<file path="config.mk">
export PLATFORM = sky130hd
export DESIGN_NAME = vram_arbiter
export DESIGN_NICKNAME = d
export VERILOG_FILES = /design/src/rtl/vga_pkg.sv /design/src/rtl/vram_starve_mon.sv /design/src/rtl/vram_arbiter.sv
export SDC_FILE = /design/constraint.sdc
export NUM_CORES = 1
export LEC_CHECK = 0
export ABC_AREA = 1
export CAP_MARGIN = 15
export CORE_MARGIN = 2
export CORE_UTILIZATION = 45
export DETAILED_ROUTE_END_ITERATION = 7
export PLACE_DENSITY = 0.81
export SLEW_MARGIN = 40
export SYNTH_ARGS = -nofsm -noshare
export SYNTH_HDL_FRONTEND = slang
export SYNTH_SLANG_ARGS = --single-unit
</file>
<file path="constraint.sdc">
create_clock -name clk -period 2 [get_ports clk]
set_input_delay 0.4 -clock clk [delete_from_list [all_inputs] [get_ports clk]]
set_output_delay 0.4 -clock clk [all_outputs]
set_load 0.005 [all_outputs]
</file>
<file path="src/rtl/vga_pkg.sv">
// Shared constants for the VGA frame-buffer slice.
// Holds the default RAM geometry, the grant encoding the VRAM arbiter uses
// and the frame size, which the timing generator also uses.
package vga_pkg;

  localparam int AW_DEF = 15;  // 160x120 = 19200 words
  localparam int DW_DEF = 8;   // RRRGGGBB

  localparam int FRAME_W     = 160;
  localparam int FRAME_H     = 120;
  localparam int FRAME_WORDS = FRAME_W * FRAME_H;

  localparam int NUM_WR = 2;   // wr0 = drawing engine, wr1 = host loader

  // Grant encoding. Bit 1 set means a writer holds the slot, and bit 0 then
  // selects which one.
  localparam logic [1:0] GNT_NONE = 2'd0;
  localparam logic [1:0] GNT_DISP = 2'd1;
  localparam logic [1:0] GNT_WR0  = 2'd2;
  localparam logic [1:0] GNT_WR1  = 2'd3;

endpackage

</file>
<file path="src/rtl/vram_starve_mon.sv">
// Per-writer starvation monitor: counts consecutive stalled cycles and raises
// a sticky flag once the count reaches STARVE_LIMIT.
// Ports: clk, rst_n (async low), valid/ready of the watched writer,
//        clr (clears the flag, wins over a set), flag (sticky output).
module vram_starve_mon #(
  parameter int STARVE_LIMIT = 1024
) (
  input  logic clk,
  input  logic rst_n,
  input  logic valid,
  input  logic ready,
  input  logic clr,
  output logic flag
);

  localparam int CW = $clog2(STARVE_LIMIT + 1);
  localparam logic [CW-1:0] LIM = CW'(STARVE_LIMIT);

  logic [CW-1:0] cnt, cnt_nxt;

  always_comb begin
    cnt_nxt = cnt;
    if (!valid || ready)  cnt_nxt = '0;
    else if (cnt != LIM)  cnt_nxt = cnt + CW'(1);
  end

  // The flag keys off the next count, so it rises on the edge where the
  // counter saturates. The counter is never cleared by clr, so a writer
  // that is still stalled re-raises the flag one cycle after a clear.
  always_ff @(posedge clk or negedge rst_n) begin
    if (!rst_n) begin
      cnt  <= '0;
      flag <= 1'b0;
    end else begin
      cnt <= cnt_nxt;
      if (clr)                 flag <= 1'b0;
      else if (cnt_nxt == LIM) flag <= 1'b1;
    end
  end

endmodule

</file>
<file path="src/rtl/vram_arbiter.sv">
// Single-port video RAM arbiter.
// Display reads have absolute priority and get a fixed-latency return path.
// The two writers share the leftover slots round-robin.
// Ports: clk, rst_n (async low); blank; disp_req/disp_addr -> disp_rdata/
//        disp_rvalid; wr0_*/wr1_* valid/ready write ports; registered RAM
//        command ram_en/ram_we/ram_addr/ram_wdata, ram_rdata return;
//        starve[1:0] sticky flags with starve_clr.
module vram_arbiter
  import vga_pkg::*;
#(
  parameter int AW            = AW_DEF,
  parameter int DW            = DW_DEF,
  parameter int RAM_LAT       = 1,
  parameter int STARVE_LIMIT  = 1024,
  parameter int WR_BLANK_ONLY = 0
) (
  input  logic          clk,
  input  logic          rst_n,
  input  logic          blank,
  input  logic          disp_req,
  input  logic [AW-1:0] disp_addr,
  output logic [DW-1:0] disp_rdata,
  output logic          disp_rvalid,
  input  logic          wr0_valid,
  input  logic [AW-1:0] wr0_addr,
  input  logic [DW-1:0] wr0_data,
  output logic          wr0_ready,
  input  logic          wr1_valid,
  input  logic [AW-1:0] wr1_addr,
  input  logic [DW-1:0] wr1_data,
  output logic          wr1_ready,
  output logic          ram_en,
  output logic          ram_we,
  output logic [AW-1:0] ram_addr,
  output logic [DW-1:0] ram_wdata,
  input  logic [DW-1:0] ram_rdata,
  output logic [1:0]    starve,
  input  logic          starve_clr
);

  logic [NUM_WR-1:0]         wr_valid, wr_ready;
  logic [NUM_WR-1:0][AW-1:0] wr_addr;
  logic [NUM_WR-1:0][DW-1:0] wr_data;

  assign wr_valid = {wr1_valid, wr0_valid};
  assign wr_addr  = {wr1_addr, wr0_addr};
  assign wr_data  = {wr1_data, wr0_data};

  logic          rr;        // last writer granted: 0 = wr0, 1 = wr1
  logic          wr_ok;
  logic [1:0]    gnt;
  logic [AW-1:0] cmd_addr;
  logic [DW-1:0] cmd_wdata;
  logic [RAM_LAT:0] vld_pipe;  // bit k set: display read issued k+1 cycles ago

  assign wr_ok = (WR_BLANK_ONLY == 0) || blank;

  always_comb begin
    gnt = GNT_NONE;
    if (disp_req)                    gnt = GNT_DISP;
    else if (wr_ok) begin
      if (&wr_valid)                 gnt = rr ? GNT_WR0 : GNT_WR1;
      else if (wr_valid[0])          gnt = GNT_WR0;
      else if (wr_valid[1])          gnt = GNT_WR1;
    end
  end

  assign wr_ready  = {gnt == GNT_WR1, gnt == GNT_WR0};
  assign wr0_ready = wr_ready[0];
  assign wr1_ready = wr_ready[1];

  always_comb begin
    cmd_addr  = '0;
    cmd_wdata = '0;
    if (gnt == GNT_DISP) cmd_addr = disp_addr;
    else if (gnt[1]) begin
      cmd_addr  = wr_addr[gnt[0]];
      cmd_wdata = wr_data[gnt[0]];
    end
  end

  always_ff @(posedge clk or negedge rst_n) begin
    if (!rst_n) begin
      ram_en      <= 1'b0;
      ram_we      <= 1'b0;
      ram_addr    <= '0;
      ram_wdata   <= '0;
      rr          <= 1'b1;  // wr0 wins the first tie
      vld_pipe    <= '0;
      disp_rvalid <= 1'b0;
      disp_rdata  <= '0;
    end else begin
      ram_en    <= (gnt != GNT_NONE);
      ram_we    <= gnt[1];
      ram_addr  <= cmd_addr;
      ram_wdata <= cmd_wdata;
      if (gnt[1]) rr <= gnt[0];
      // Stage RAM_LAT lines up with the cycle ram_rdata is valid.
      vld_pipe    <= {vld_pipe[RAM_LAT-1:0], gnt == GNT_DISP};
      disp_rvalid <= vld_pipe[RAM_LAT];
      if (vld_pipe[RAM_LAT]) disp_rdata <= ram_rdata;
    end
  end

  for (genvar i = 0; i < NUM_WR; i++) begin : g_starve
    vram_starve_mon #(
      .STARVE_LIMIT(STARVE_LIMIT)
    ) u_mon (
      .clk   (clk),
      .rst_n (rst_n),
      .valid (wr_valid[i]),
      .ready (wr_ready[i]),
      .clr   (starve_clr),
      .flag  (starve[i])
    );
  end

endmodule

</file>
==> impl_metrics.py, run 1 <==
metrics = {
    "run_status": {
        "status": "complete, no violations",
    },
    "clock_network": {
        "h-tree-depth": 3,
        "clock_latency_ns": 0.34,
        "clkTransAtPathRegs_ns": 0.07,
        "clockBufferDepth": 2,
        "cts_setup_buffers": 0,
        "clkSinkCount": 61,
        "cts_tree": "built",
        "numCtsBuffers": 9,
        "root_buffer": "clkbuf_8",
    },
    "floorplanning": {
        "initial_core_util_pct": 45.8,
        "dieArea_um2": 7510,
        "io-pin-count": 114,
        "die_x_um": 86.7,
        "core-area_um2": 6720,
        "die_y_um": 86.7,
        "rows": 30,
    },
    "job": {
        "drv_cap": 0,
    },
    "synth": {
        "syn-instance-count": 360,
        "yosysWarningCount": 0,
        "ys.flop_type": "dfrtp_1",
        "synth-seq-cells": 61,
        "synth_cell_types": 32,
        "synth_top_area_cell": "dfrtp_1",
        "ys_async_sr_fraction_pct": 100,
        "yosysSeqAreaShare_pct": 49.7,
        "synth_area_leaders": "dfrtp_1, nand2_1, nand3_1, inv_1, mux2_2",
        "syn_area_um2": 3080,
        "synth_fp_nets": 440,
        "synth_common_cells": "nand2_1, dfrtp_1, inv_1",
        "yosysMostFrequentCell": "nand2_1",
        "syn-mean-instance-area_um2": 8.55,
        "synth.top_cell.area_share_pct": 48.8,
        "synth_edf_count": 0,
    },
    "layout": {
        "layout-drive-gt1-share_pct": 16.1,
        "syn_to_final_growth_pct": 49.6,
        "antenna_cells": 0,
        "multi_input_area_um2": 1300,
        "final.fill_count": 525,
        "register_area_um2": 1530,
        "fin_nets": 573,
        "finish.utilization_pct": 68.5,
    },
    "worst_setup_path": {
        "required_ns": 1.60,
        "end_kind": "output port",
        "r2r_end": "g_starve[1].u_mon.flag",
        "crit_type": "in -> out",
        "reg2reg_from": "rr",
        "reg2reg_slack_ns": 0.23,
        "arrival_ns": 1.56,
        "critPathMaxFanout": 3,
        "r2r_cells": 10,
        "start_kind": "input pin",
    },
    "timing": {
        "finalHoldViolations": 0,
        "rsz0062_at_grt": "no",
        "fin_crit_ns": 1.96,
        "setup_viol_count_final": 0,
        "max_freq_mhz": 510,
        "whs_ns": 0.351,
        "slew_headroom_pct": 71.2,
        "tightest_slew_ns": 0.429,
        "fin_skew_ns": 0.0112,
        "maxSlewViolCount": 0,
        "fin_tns_setup_ns": 0,
        "fin_crit_sh_pct": 98.1,
    },
    "drt": {
        "routed_via_density": 4.85,
        "initialDrtViolationCount": 130,
        "wirelength_um": 7420,
        "drc": 0,
        "antenna_left": 0,
        "drt_pass1_iterations": 5,
        "dr_total_vias": 2805,
        "wl_per_cell_um": 12.8,
    },
    "grt": {
        "grt_pass1_vias": 2789,
        "track_usage_pct": 21.1,
        "grt_max_degree": 48,
        "grt_antenna_before_repair": 0,
        "grt_pass1_wl_um": 12400,
        "grt_overflow": 0,
    },
    "power": {
        "power_leakage_nw": 2.27,
        "power_density_nw_per_um2": 644,
        "peakVddDrop_mv": 0.346,
    },
    "placement": {
        "port_buffers": 112,
        "dp_hpwl_um": 5830,
        "gp_congestion": 0.819,
    },
    "hold_path": {
        "hp-start": "vld_pipe[0]",
        "hold_path_end": "vld_pipe[1]",
        "hold_path_class": "reg -> reg",
        "hold_depth": 0,
    },
}
-- repair_timing --
| item | in CTS | in global routing |
|---|---|---|
| hold endpoints to repair | 14 | 0 |
| resized for setup | 4 | 2 |
| endpoints found under the setup margin | 2 | 1 |
| hold buffers | 1 | 0 |
-- state kept, by name (all words and copies together), names as in the netlist --
name,cells
ram_addr,15
disp_rvalid,1
disp_rdata,8
g_starve.u_mon.flag,2
ram_wdata,8
vld_pipe,2
rr,1
g_starve.u_mon.cnt,22
ram_en,1
ram_we,1
-- routing by layer --
metal  part of all wire, %  vias up  track usage (%)
met2                    50      116             36.7
met3                   8.7       17             5.90
met4                   2.3        0             8.66
met1                    39     1270             24.5
li1                      -     1402                -
met5                     0        -                0
-- worst max-delay path: stages --
cell and delay, ns:
clkdlybuf4s50_1 0.50, buf_4 0.14, nand2_4 0.07, buf_12 0.13
nor2_8 0.08, dlygate4sd2_1 0.24
-- final cells by class --
class	count	share of cell area, %
repair buffers	133	28.1
well taps	80	2.18
multi-input cells	241	28.3
flip-flops and latches	61	33.2
clock inverters	7	1.63
inverters	47	3.89
clock buffers	9	2.69
-- placed cells by master (no fill, tap or decap), types with 3 or more instances in the layout --
master,count
nand3_1,40
buf_4,18
nand2_2,5
clkbuf_8,9
nor2_4,5
nand3_2,6
inv_1,44
nand3b_1,3
ha_1,4
clkdlybuf4s50_1,108
a22o_1,8
mux2_2,8
nand4_1,3
nor2_2,7
clkinvlp_4,3
dfrtp_1,60
xnor2_1,3
nand2_1,110
nor2_1,21
-- cells by family after synthesis --
family                   share of synthesized area (%)
multiplexers                                      2.93
AND/OR/NAND/NOR                                   32.2
buffers and inverters                             8.01
flip-flops                                        49.7
AO/OA/AOI/OAI                                     4.19
XOR/XNOR                                          1.42
adder cells (fa/ha/maj)                           1.63
-- worst max path at each step --
stage	startpoint	end	cells past startpoint
CTS	wr1_valid	wr0_ready	6
detailed placement	wr0_valid	wr0_ready	6
floorplan	g_starve[1].u_mon.cnt[0]	g_starve[1].u_mon.flag	9
finish	wr1_valid	wr1_ready	6
global placement	wr0_valid	wr0_ready	6
global route	wr1_valid	wr1_ready	6
-- report_power, final --
part           internal, mW  switching, mW
clock                 0.578          0.515
sequential             1.31         0.0371
combinational         0.327          0.201
total                  2.21          0.753
-- through the flow --
stage	setup slack, ns	cell area, um2	cells	total power [mW]
finish	0.0380	4600	578	2.96
global route	0.00224	4600	578	3.10
CTS	0.00816	4610	578	2.99
detailed placement	-0.297	4400	561	1.90
global placement	-0.259	4400	561	1.89
floorplan	0.502	3080	360	1.53
(Power assumes the default switching activity.)
==> run 2, diff against run 1 <==
--- a/config.mk
+++ b/config.mk
@@ -7,7 +7,7 @@
 export LEC_CHECK = 0
 export ABC_AREA = 1
 export CAP_MARGIN = 15
-export CORE_MARGIN = 2
+export CORE_MARGIN = 10
 export CORE_UTILIZATION = 45
 export DETAILED_ROUTE_END_ITERATION = 7
 export PLACE_DENSITY = 0.81
==> impl_metrics.py, run 2 (synthesis gave the netlist of run 1 again) <==
metrics = {
    "power": {
        "peakVddDrop_mv": 0.400,
        "power_density_nw_per_um2": 613,
        "power_leakage_nw": 2.30,
    },
    "timing": {
        "fin_crit_ns": 1.90,
        "rsz0062_at_grt": "no",
        "max_freq_mhz": 526,
        "fin_crit_sh_pct": 95.1,
        "finalHoldViolations": 0,
        "maxSlewViolCount": 0,
        "setup_viol_count_final": 0,
        "fin_tns_setup_ns": 0,
        "tightest_slew_ns": 0.368,
        "fin_skew_ns": 0.00666,
        "whs_ns": 0.0541,
        "slew_headroom_pct": 75.5,
    },
    "clock_network": {
        "clkSinkCount": 61,
        "numCtsBuffers": 9,
        "root_buffer": "clkbuf_8",
        "cts_tree": "built",
        "h-tree-depth": 3,
        "clock_latency_ns": 0.33,
        "clockBufferDepth": 2,
        "clkTransAtPathRegs_ns": 0.06,
    },
    "layout": {
        "finish.utilization_pct": 68.9,
        "largest_reg_flops": 22,
        "layout-drive-gt1-share_pct": 16.8,
        "layout.cells.most_common": "nand2_1",
        "final_cell_mix": "nand2_1, clkdlybuf4s50_1, dfrtp_1",
        "antenna_cells": 0,
        "top_regs": "g_starve.u_mon.cnt x22, ram_addr x15",
        "fin_nets": 581,
        "regMostFlops": "g_starve.u_mon.cnt",
        "fin_area_um2": 4630,
        "syn_to_final_growth_pct": 50.5,
        "final.fill_count": 521,
    },
    "drt": {
        "routed_via_density": 4.78,
        "wirelength_um": 8320,
        "drc": 0,
        "initialDrtViolationCount": 61,
        "dr_total_vias": 2802,
        "antenna_left": 0,
        "wl_per_cell_um": 14.2,
        "drt_pass1_iterations": 5,
    },
    "floorplanning": {
        "die_y_um": 103,
        "initial_core_util_pct": 45.8,
        "die_x_um": 103,
        "dieArea_um2": 10500,
        "rows": 30,
        "core-area_um2": 6720,
        "io-pin-count": 114,
    },
    "grt": {
        "grt_overflow": 0,
        "track_usage_pct": 16.6,
        "grt_pass1_vias": 2907,
        "grt_max_degree": 62,
        "grt_antenna_before_repair": 0,
        "grt_pass1_wl_um": 13600,
    },
    "worst_setup_path": {
        "path_cells": "clkdlybuf4s50_1 -> buf_4 -> nand2_4 -> nand2_4 -> nor2_4 -> clkdlybuf4s15_1",
        "reg2reg_from": "g_starve[1].u_mon.cnt[0]",
        "cp.depth": 6,
        "crit_type": "in -> out",
        "crit_path_frequent_cell": "nand2_4",
        "required_ns": 1.60,
        "r2r_cells": 9,
        "reg2reg_slack_ns": 0.27,
        "critPathMaxFanout": 2,
        "cp_top_family": "buffers and inverters",
        "slowest_stage": "clkdlybuf4s50_1",
        "cp_num_buf_inv": 3,
        "start_kind": "input pin",
        "cpPeakStageDelay_ns": 0.43,
        "r2r_end": "g_starve[1].u_mon.flag",
        "end_kind": "output port",
        "arrival_ns": 1.50,
    },
    "placement": {
        "dpl-instance-area_um2": 4460,
        "port_buffers": 112,
        "dp_hpwl_um": 6730,
        "gp_congestion": 0.851,
    },
    "job": {
        "drv_cap": 0,
    },
    "run_status": {
        "status": "complete, no violations",
    },
    "hold_path": {
        "hold_path_class": "in -> async",
    },
}
-- run 2: final cells by class --
type | count | area, um2 | share of cell area (%)
Clock buffer | 13 | 159 | 3.43
Timing Repair Buffer | 141 | 1340 | 29.0
Inverter | 47 | 179 | 3.86
Sequential cell | 61 | 1530 | 33.0
Multi-Input combinational cell | 241 | 1300 | 28.1
Tap cell | 80 | 100 | 2.16
Clock inverter | 3 | 20.0 | 0.432
-- run 2: worst max path at each step --
stage / start / endpoint
2_1_floorplan: g_starve[1].u_mon.cnt[0] / g_starve[1].u_mon.flag
3_3_place_gp: wr0_valid / wr0_ready
3_5_place_dp: wr0_valid / wr0_ready
4_1_cts: wr1_valid / wr0_ready
5_1_grt: wr1_valid / wr0_ready
6_report: wr1_valid / wr0_ready
-- run 2: repair_timing --
item	4_1_cts	5_1_grt
resized for setup	4	1
gates cloned	0	0
endpoints found under the setup margin	2	1
pin swaps	0	0
hold buffers	0	0
setup buffers	0	0
-- run 2: worst reg2reg max path, cell delays in order, from the launching register on --
cell and delay, ns:
dfrtp_1 0.41, ha_1 0.28, nand3_2 0.12, nor2_2 0.06, or2_2 0.28, nand3_1 0.09, nand2_1 0.06, nor2_1 0.14
nand3_1 0.11, a21oi_1 0.12
-- run 2: layer usage --
layer / up-vias / track usage, % / wire, um
met5: - / 0 / 0
met4: 0 / 5.75 / 122
met3: 10 / 9.52 / 918
met2: 90 / 28.4 / 4080
met1: 1287 / 16.6 / 3200
li1: 1415 / - / -
-- run 2: stage by stage --
step,power [mW],setup WS [ns],std cells
final,2.84,0.0973,586
after global routing,2.97,0.0149,586
after CTS,2.88,0.0492,586
after detailed placement,1.90,-0.254,570
after global placement,1.89,-0.263,570
after floorplan,1.53,0.502,360
-- run 2: report_power, final --
group | total, mW | switching [mW] | internal, mW | leakage (nW)
clock | 0.963 | 0.448 | 0.516 | 0.0857
sequential | 1.34 | 0.0366 | 1.31 | 0.785
combinational | 0.530 | 0.204 | 0.326 | 1.43
total | 2.84 | 0.689 | 2.15 | 2.30
==> run 3, diff against run 2 <==
--- a/config.mk
+++ b/config.mk
@@ -6,6 +6,7 @@
 export NUM_CORES = 1
 export LEC_CHECK = 0
 export ABC_AREA = 1
+export ABC_CLOCK_PERIOD_IN_PS = 2000
 export CAP_MARGIN = 15
 export CORE_MARGIN = 10
 export CORE_UTILIZATION = 45
==> results of run 3 <==
No change in the layout: final DEF, timing and power equal those of run 2.
